`src/rtl/ahb_lite_apb_bridge.sv`:
```
// AHB-Lite slave to APB4 master bridge: one AHB transfer becomes one APB SETUP/ACCESS pair.
// Latency: read completes in cycle 3, write in cycle 4 (cycle 0 = address phase, PREADY=1), plus APB wait states.
// Backpressure: HREADYOUT is held low while the APB transfer runs; PSLVERR becomes a two-cycle AHB ERROR.
module ahb_lite_apb_bridge #(
    parameter int PADDR_W = 16
) (
    input  logic               HCLK,
    input  logic               HRESET,
    input  logic               HSEL,
    input  logic [31:0]        HADDR,
    input  logic [1:0]         HTRANS,
    input  logic [2:0]         HSIZE,
    input  logic [3:0]         HPROT,
    input  logic               HWRITE,
    input  logic [31:0]        HWDATA,
    input  logic               HREADY,
    output logic               HREADYOUT,
    output logic               HRESP,
    output logic [31:0]        HRDATA,
    output logic               PSEL,
    output logic               PENABLE,
    output logic               PWRITE,
    output logic [PADDR_W-1:0] PADDR,
    output logic [31:0]        PWDATA,
    output logic [3:0]         PSTRB,
    output logic [2:0]         PPROT,
    input  logic [31:0]        PRDATA,
    input  logic               PREADY,
    input  logic               PSLVERR
);

    typedef enum logic [2:0] {
        IDLE   = 3'd0,
        WWAIT  = 3'd1,
        SETUP  = 3'd2,
        ACCESS = 3'd3,
        DONE   = 3'd4,
        ERR1   = 3'd5,
        ERR2   = 3'd6
    } state_t;

    state_t     state;
    logic       acc;
    logic [3:0] strb;

    // Bits that the bridge deliberately ignores (upper address, HTRANS[0], HPROT[3:2]).
    logic unused_bits;
    assign unused_bits = ^{HADDR[31:PADDR_W], HTRANS[0], HPROT[3:2]};

    // A real transfer is presented to the bridge only when the bus-level ready qualifies it.
    assign acc = HSEL & HTRANS[1] & HREADY;

    // Byte strobes derived from size and low address bits; reads never assert strobes.
    always_comb begin
        strb = 4'b0000;
        if (HWRITE) begin
            case (HSIZE)
                3'd0:    strb = 4'b0001 << HADDR[1:0];
                3'd1:    strb = 4'b0011 << {HADDR[1], 1'b0};
                default: strb = 4'b1111;
            endcase
        end
    end

    // Bridge FSM; every output is registered and set for the state being entered.
    always_ff @(posedge HCLK or posedge HRESET) begin
        if (HRESET) begin
            state     <= IDLE;
            HREADYOUT <= 1'b1;
            HRESP     <= 1'b0;
            HRDATA    <= '0;
            PSEL      <= 1'b0;
            PENABLE   <= 1'b0;
            PWRITE    <= 1'b0;
            PADDR     <= '0;
            PWDATA    <= '0;
            PSTRB     <= '0;
            PPROT     <= '0;
        end else begin
            case (state)
                // IDLE, DONE and ERR2 all take the next address phase with the same rules.
                IDLE, DONE, ERR2: begin
                    HREADYOUT <= 1'b1;
                    HRESP     <= 1'b0;
                    PSEL      <= 1'b0;
                    PENABLE   <= 1'b0;
                    if (acc) begin
                        PADDR  <= HADDR[PADDR_W-1:0];
                        PWRITE <= HWRITE;
                        PSTRB  <= strb;
                        PPROT  <= {~HPROT[0], 1'b0, HPROT[1]};
                        if (HSIZE > 3'd2) begin
                            // Oversized transfer: error out without touching APB.
                            state     <= ERR1;
                            HREADYOUT <= 1'b0;
                            HRESP     <= 1'b1;
                        end else if (HWRITE) begin
                            // Write data arrives one cycle later, in the data phase.
                            state     <= WWAIT;
                            HREADYOUT <= 1'b0;
                        end else begin
                            state     <= SETUP;
                            HREADYOUT <= 1'b0;
                            PSEL      <= 1'b1;
                        end
                    end else begin
                        state <= IDLE;
                    end
                end
                WWAIT: begin
                    PWDATA <= HWDATA;
                    PSEL   <= 1'b1;
                    state  <= SETUP;
                end
                SETUP: begin
                    PENABLE <= 1'b1;
                    state   <= ACCESS;
                end
                ACCESS: begin
                    // Everything on APB stays frozen until the peripheral answers.
                    if (PREADY) begin
                        PSEL    <= 1'b0;
                        PENABLE <= 1'b0;
                        if (PSLVERR) begin
                            state <= ERR1;
                            HRESP <= 1'b1;
                        end else begin
                            state     <= DONE;
                            HREADYOUT <= 1'b1;
                            if (!PWRITE) begin
                                HRDATA <= PRDATA;
                            end
                        end
                    end
                end
                ERR1: begin
                    // Second cycle of the AHB ERROR response.
                    state     <= ERR2;
                    HREADYOUT <= 1'b1;
                    HRESP     <= 1'b1;
                end
                default: begin
                    state     <= IDLE;
                    HREADYOUT <= 1'b1;
                    HRESP     <= 1'b0;
                    PSEL      <= 1'b0;
                    PENABLE   <= 1'b0;
                end
            endcase
        end
    end

endmodule

```
`config.mk`:
```
export PLATFORM = sky130hd
export DESIGN_NAME = ahb_lite_apb_bridge
export DESIGN_NICKNAME = d
export VERILOG_FILES = /design/src/rtl/ahb_lite_apb_bridge.sv
export SDC_FILE = /design/constraint.sdc
export NUM_CORES = 1
export LEC_CHECK = 0
export CORE_ASPECT_RATIO = 0.8
export CORE_MARGIN = 3
export CORE_UTILIZATION = 39
export DETAILED_ROUTE_END_ITERATION = 6
export PLACE_DENSITY = 0.8
export SLEW_MARGIN = 25
export SYNTH_ARGS = -nofsm -noshare
export SYNTH_HDL_FRONTEND = slang
export SYNTH_SLANG_ARGS = --single-unit
export TNS_END_PERCENT = 30
```
`constraint.sdc`:
```
create_clock -name HCLK -period 3.55 [get_ports HCLK]
set_input_delay 0.71 -clock HCLK [delete_from_list [all_inputs] [get_ports HCLK]]
set_output_delay 0.71 -clock HCLK [all_outputs]
set_load 0.02 [all_outputs]
```
# Yosys cells after proc, flatten, opt, wreduce, memory -nomap -nowiden
# Cells that the tools add are included.
# totals
regBits	94
input_bits	112
word_cells	67
# op_classes
magnitude_cmp	1
eq_ne	10
shifts	2
muxes	23
bitwise	8
reduce_logical	12
# op_table
op	count
$pmux W3 S5	1
$mux W1	12
$eq A3 B3 Y1 const B	3
$mux W3	3
$pmux W1 S4	2
$pmux W4 S2	1
$eq A3 B1 Y1 const B	2
$eq A3 B2 Y1 const B	2
$logic_not A3 Y1	2
$ne A2 B2 Y1 const B	3
$not A1 Y1	6
$pmux W1 S3	2
$reduce_and A2 Y1	3
$reduce_and A3 Y1	2
$reduce_or A2 Y1	3
$mux W4	1
$reduce_and A4 Y1	1
$shl A1 B2 Y4 const A	1
$shl A2 B2 Y4 const A	1
$gt A3 B2 Y1 const B	1
$reduce_or A3 Y1	1
$and A1 B1 Y1	2
$mux W2	1

# Logic depth before layout (Yosys ltp)
# depth
word_depth	4
ltp_mapped	6
depth_no_buf	3

# Worst setup path after synthesis
# No wires, ideal clock.
# synth_path
path_kind	input port to flip-flop
start	input port HREADY
end	register PADDR[10]
arrival_time_ps	1773
t_required_ps	3425
slack_ps	1652
cell_stages	5
n_path_buf	2
cell_sequence	and4b_1 -> and2_1 -> buf_2 -> buf_2 -> mux2_2
# synth_between
elab_chain_len	2
# synth_rtl
item	line	source
start: declaration	16	input logic HREADY,
$and A1 B1 Y1	51	assign acc = HSEL & HTRANS[1] & HREADY;
$reduce_and A2 Y1 (no source line)	--	
end signal: assignment	88	PADDR <= HADDR[PADDR_W-1:0];
end: declaration	23	output logic [PADDR_W-1:0] PADDR,
# No other way between the ends.
# A chain may end at the register's enable or synchronous reset.

# Final worst setup path
# layout_path
start	input port PREADY
end	register HRDATA[12]
# layout_between
elab_chain_len	1
# layout_rtl
item	line	source
start: declaration	28	input logic PREADY,
$reduce_and A4 Y1 (no source line)	--	
end signal: assignment	71	HRDATA <= '0;
end signal: assignment	131	HRDATA <= PRDATA;
end: declaration	19	output logic [31:0] HRDATA,
# No other way between the ends.

==> results.md <==
Synthesis:
- After synthesis the netlist holds a flip-flop and latch count of 94.
- Summing the sequential cell areas from Yosys gives 60.7% of the chip area.
- The average cell area after synthesis is 15.7 sq um.
- The total number of yosys warnings is 0.
- The number of different library cells used by synthesis comes to 35.
- The post-synthesis cell count is between 200 and 250.
- The share of flip-flops with an asynchronous set or reset after synthesis is 100%.
- Among all flip-flop cells after synthesis, the most frequent one is sky130_fd_sc_hd__dfrtp_1.
- Synthesis produced a netlist with a net count of roughly 360.
- The cell area that synthesis handed to floorplanning was between 3000 and 4000 sq um.
- The number of flops mapped to enable cells by yosys is 0.

Worst setup path:
- The endpoint class of the critical path is a flip-flop.
- For the worst setup path, the data required time is around 3.8 ns.
- The biggest fanout along the worst timing path is 32.
- Traced cell by cell, the critical path runs through clkdlybuf4s50_1 > nand3_1 > or4_4 > mux2_4.
- The sum of buffers and inverters on the critical path is 1.
- The kind of cell with the highest combined delay along the critical path is simple AND/OR/NAND/NOR gates.
- The most critical setup path has its endpoint at HRDATA[12].
- The worst setup path startpoint is PREADY.
- The setup slack of the most critical reg-to-reg path is 1.50 ns.
- Counting buffers and inverters, the worst setup path is 4 cells deep.
- The worst-path cell with the longest stage delay is sky130_fd_sc_hd__or4_4.
- The startpoint type of the worst setup path is an input port.
- The count of cells along the worst register-to-register path is 3.
- The largest stage delay on the critical path is 0.73 ns.
- The arrival time reported for the critical path endpoint is 2.61 ns.
- The endpoint identified for the worst register-to-register timing path is PWDATA[1].
- By startpoint and endpoint, the worst setup path is classified as in2reg.
- The beginning of the worst register-to-register path is state[0].

Final layout:
- In the final design database the tool counted 541 nets.
- Leaving out fill and tap cells, the most frequent cells in the layout are 183 x sky130_fd_sc_hd__clkdlybuf4s50_1, 93 x sky130_fd_sc_hd__dfrtp_1, 56 x sky130_fd_sc_hd__mux2_2.
- The most common cell after layout, fill and taps aside is sky130_fd_sc_hd__clkdlybuf4s50_1.
- Fill cells in the final layout number ~700.
- The area growth from synthesis to layout is 57.5%.
- The antenna cell count is 0.
- In the final layout, the share of cells above drive strength 1 is between 20% and 30%.
- The share of the core filled with cells in the final layout is 65.4%.

STA:
- Between clock sinks in the finished design, the worst skew comes to 0.00366 ns.
- The count of final max-slew check failures is 0.
- The minimum setup slack in the final design is around 1.2 ns.
- The actual transition at the worst max-transition pin is 0.909 ns.
- Static timing analysis puts the maximum clock frequency at ~420 MHz.
- The hold violation total from the final report came to 0.
- Setup repair after global routing left no endpoint under its margin.
- The number of endpoints failing setup at the final stage is 0.
- After layout, the minimum clock period comes to 2.39 ns.
- Adding up every negative setup slack in the final design gives 0 ns.
- Measured against its own limit, the worst slew margin works out to 39.2%.
- The share of the clock period used by the worst path after layout is roughly two thirds.

Drt:
- The number of vias after detailed routing is roughly 2700.
- In the routed layout, each cell is associated on average with a via count of 4.80.
- After detailed routing, the average wire length per cell comes to 17.1 microns.
- The detailed router finished its first iteration with between 100 and 150 violations.
- The detailed-router iteration count before antenna repair is 4.
- The post-route antenna net violation count is 0.
- The total routed wirelength is around 9.7 mm.
- The remaining routing DRC violations is 0.

CTS:
- The later pin in the worst-skew pair is clocked with a latency of approximately 0.33 ns.
- The count of clock tree sinks is 94.
- In this run the number of H-tree levels came out at 3.
- For this design, the CTS-stage hold fixing added 0 buffers.
- The CTS tree is built.
- Buffers inserted during clock tree synthesis total 9.
- The number of buffers inserted to repair setup after CTS is 0.
- The number of gates resized after CTS was 0.
- The clock-pin slew on the worst setup and hold paths is ~0.06 ns.
- The number of buffers between clock root and the deepest sink is 2.
- The root buffer cell chosen for the clock tree is sky130_fd_sc_hd__clkbuf_16.

Pwr:
- The share of total power dissipated in the clock network is between 10% and 20%.
- The switching power summed over all nets is ~2.0 mW.
- Per report_power, the sequential group accounts for 33.1% of the total.
- For this design the static power due to leakage is 2.63 nW.
- VDD sags by at most ~0.48 mV.
- The combinational power share is about half.
- The power density over the cells is 966 nW/um^2.
- Net switching is between 30% and 40% of the power.
- The internal power of the cells totals approximately 3.9 mW.

Floorplanning:
- The die covers between 10000 and 15000 sq um.
- The core region is ~9300 sq um.
- The number of rows in the core area is 31.
- The initial standard-cell utilization of the core is ~41%.
- about 200 I/O pins were placed.
- Measured along the x axis, the die boundary spans 117 microns.
- The die is 95.2 microns tall.

Hold path:
- The min-delay analysis places its worst path in the category reg2reg.

GRT:
- The wire length of the first global-routing pass is between 15 and 20 mm.
- The number of antenna violations at the first check in global routing was 0.
- The final global-route overflow total is 0.
- The maximum number of pins on one net before global-route repair is 53.
- The via count of the first global-routing pass was 2978.
- Global routing used between 10% and 20% of the available tracks across all layers.

Outcome:
- The run finished with clean final reports.

Flow run:
- Across the run, the number of max-cap violations was 0.

Placement:
- The placer's final routability congestion estimate is 0.803.
- The post-placement worst setup slack is between 0.8 and 0.9 ns.
- The total of buffers placed on input and output ports is 183.
- The detailed placement HPWL is a little over 7 mm.
layer usage:
metal | vias up | GRT usage [%] | routed length, microns
li1 | 1236 | - | -
met1 | 1328 | 22.1 | 4070
met2 | 141 | 28.3 | 4370
met3 | 11 | 9.37 | 1130
met4 | 0 | 5.85 | 132
met5 | - | 0 | 0
worst min path at each step:
stage | from | endpoint | depth (start not counted)
finish | PADDR[14] | PADDR[14] | 1
detailed placement | HRDATA[29] | HRDATA[29] | 1
global placement | HRDATA[14] | HRDATA[14] | 1
CTS | PWDATA[19] | PWDATA[19] | 1
global route | HRDATA[1] | HRDATA[1] | 1
floorplan | state[2] | PENABLE | 2
cell families (layout without fill, tap and decap cells):
group | count (synthesis) | in the layout | synth area share (%)
buf+inv | 16 | 203 | 3.52
compound gates | 27 | 27 | 4.39
mux | 86 | 86 | 27.9
flops | 94 | 94 | 60.7
other cells | 1 | 1 | 0.0967
simple gates | 23 | 23 | 3.45
synth_stat cells, drive strengths merged, types with 2 or more instances:
library cell  count  area (sq um)
mux2             86          1080
a21oi             8          40.0
o21ai             8          40.0
a211oi            2          15.0
inv               2          7.51
nand2             4          15.0
buf              13           125
nor2b             2          12.5
nand2b            5          31.3
nor2              4          15.0
dfrtp            93          2330
flip-flops by register name, indices dropped and copies added (netlist names):
| signal | flops |
|---|---|
| HRDATA | 32 |
| PPROT | 2 |
| PADDR | 16 |
| PWRITE | 1 |
| PENABLE | 1 |
| PSEL | 1 |
| PSTRB | 4 |
| state | 3 |
| HREADYOUT | 1 |
| PWDATA | 32 |
| HRESP | 1 |
final cells by class:
cell class                      instances  area, sq um  share of cell area, %
Clock buffer                           11          243                   3.97
Clock inverter                          5         82.6                   1.35
Inverter                                2         10.0                  0.164
Multi-Input combinational cell        137         1400                   22.9
Sequential cell                        94         2350                   38.5
Tap cell                              132          165                   2.70
Timing Repair Buffer                  185         1860                   30.4
worst register-to-register path, cell delays in order, from the launching register on:
cell and delay, ns:
sky130_fd_sc_hd__dfrtp_1 0.57, sky130_fd_sc_hd__nand2b_1 0.20, sky130_fd_sc_hd__nor2_4 0.72, sky130_fd_sc_hd__mux2_2 0.44
per-stage QoR:
step	area, sq um	hold slack, ns	power [mW]	std cells
after global placement	5780	0.488	4.82	550
final	6110	0.505	5.90	566
after CTS	6110	0.509	5.97	566
after floorplan	3880	0.551	3.54	247
after global routing	6110	0.518	6.23	566
after detailed placement	5780	0.491	4.90	550
power groups by stage:
stage | Sequential [mW] | Clock (mW) | Combinational, mW
2_1_floorplan | 2.56 | 0 | 0.979
5_1_grt | 2.03 | 1.11 | 3.09
3_5_place_dp | 1.97 | 0 | 2.93
4_1_cts | 1.96 | 1.07 | 2.95
6_report | 1.95 | 1.03 | 2.92
3_3_place_gp | 1.93 | 0 | 2.89
Power figures use the tool's default switching activity.
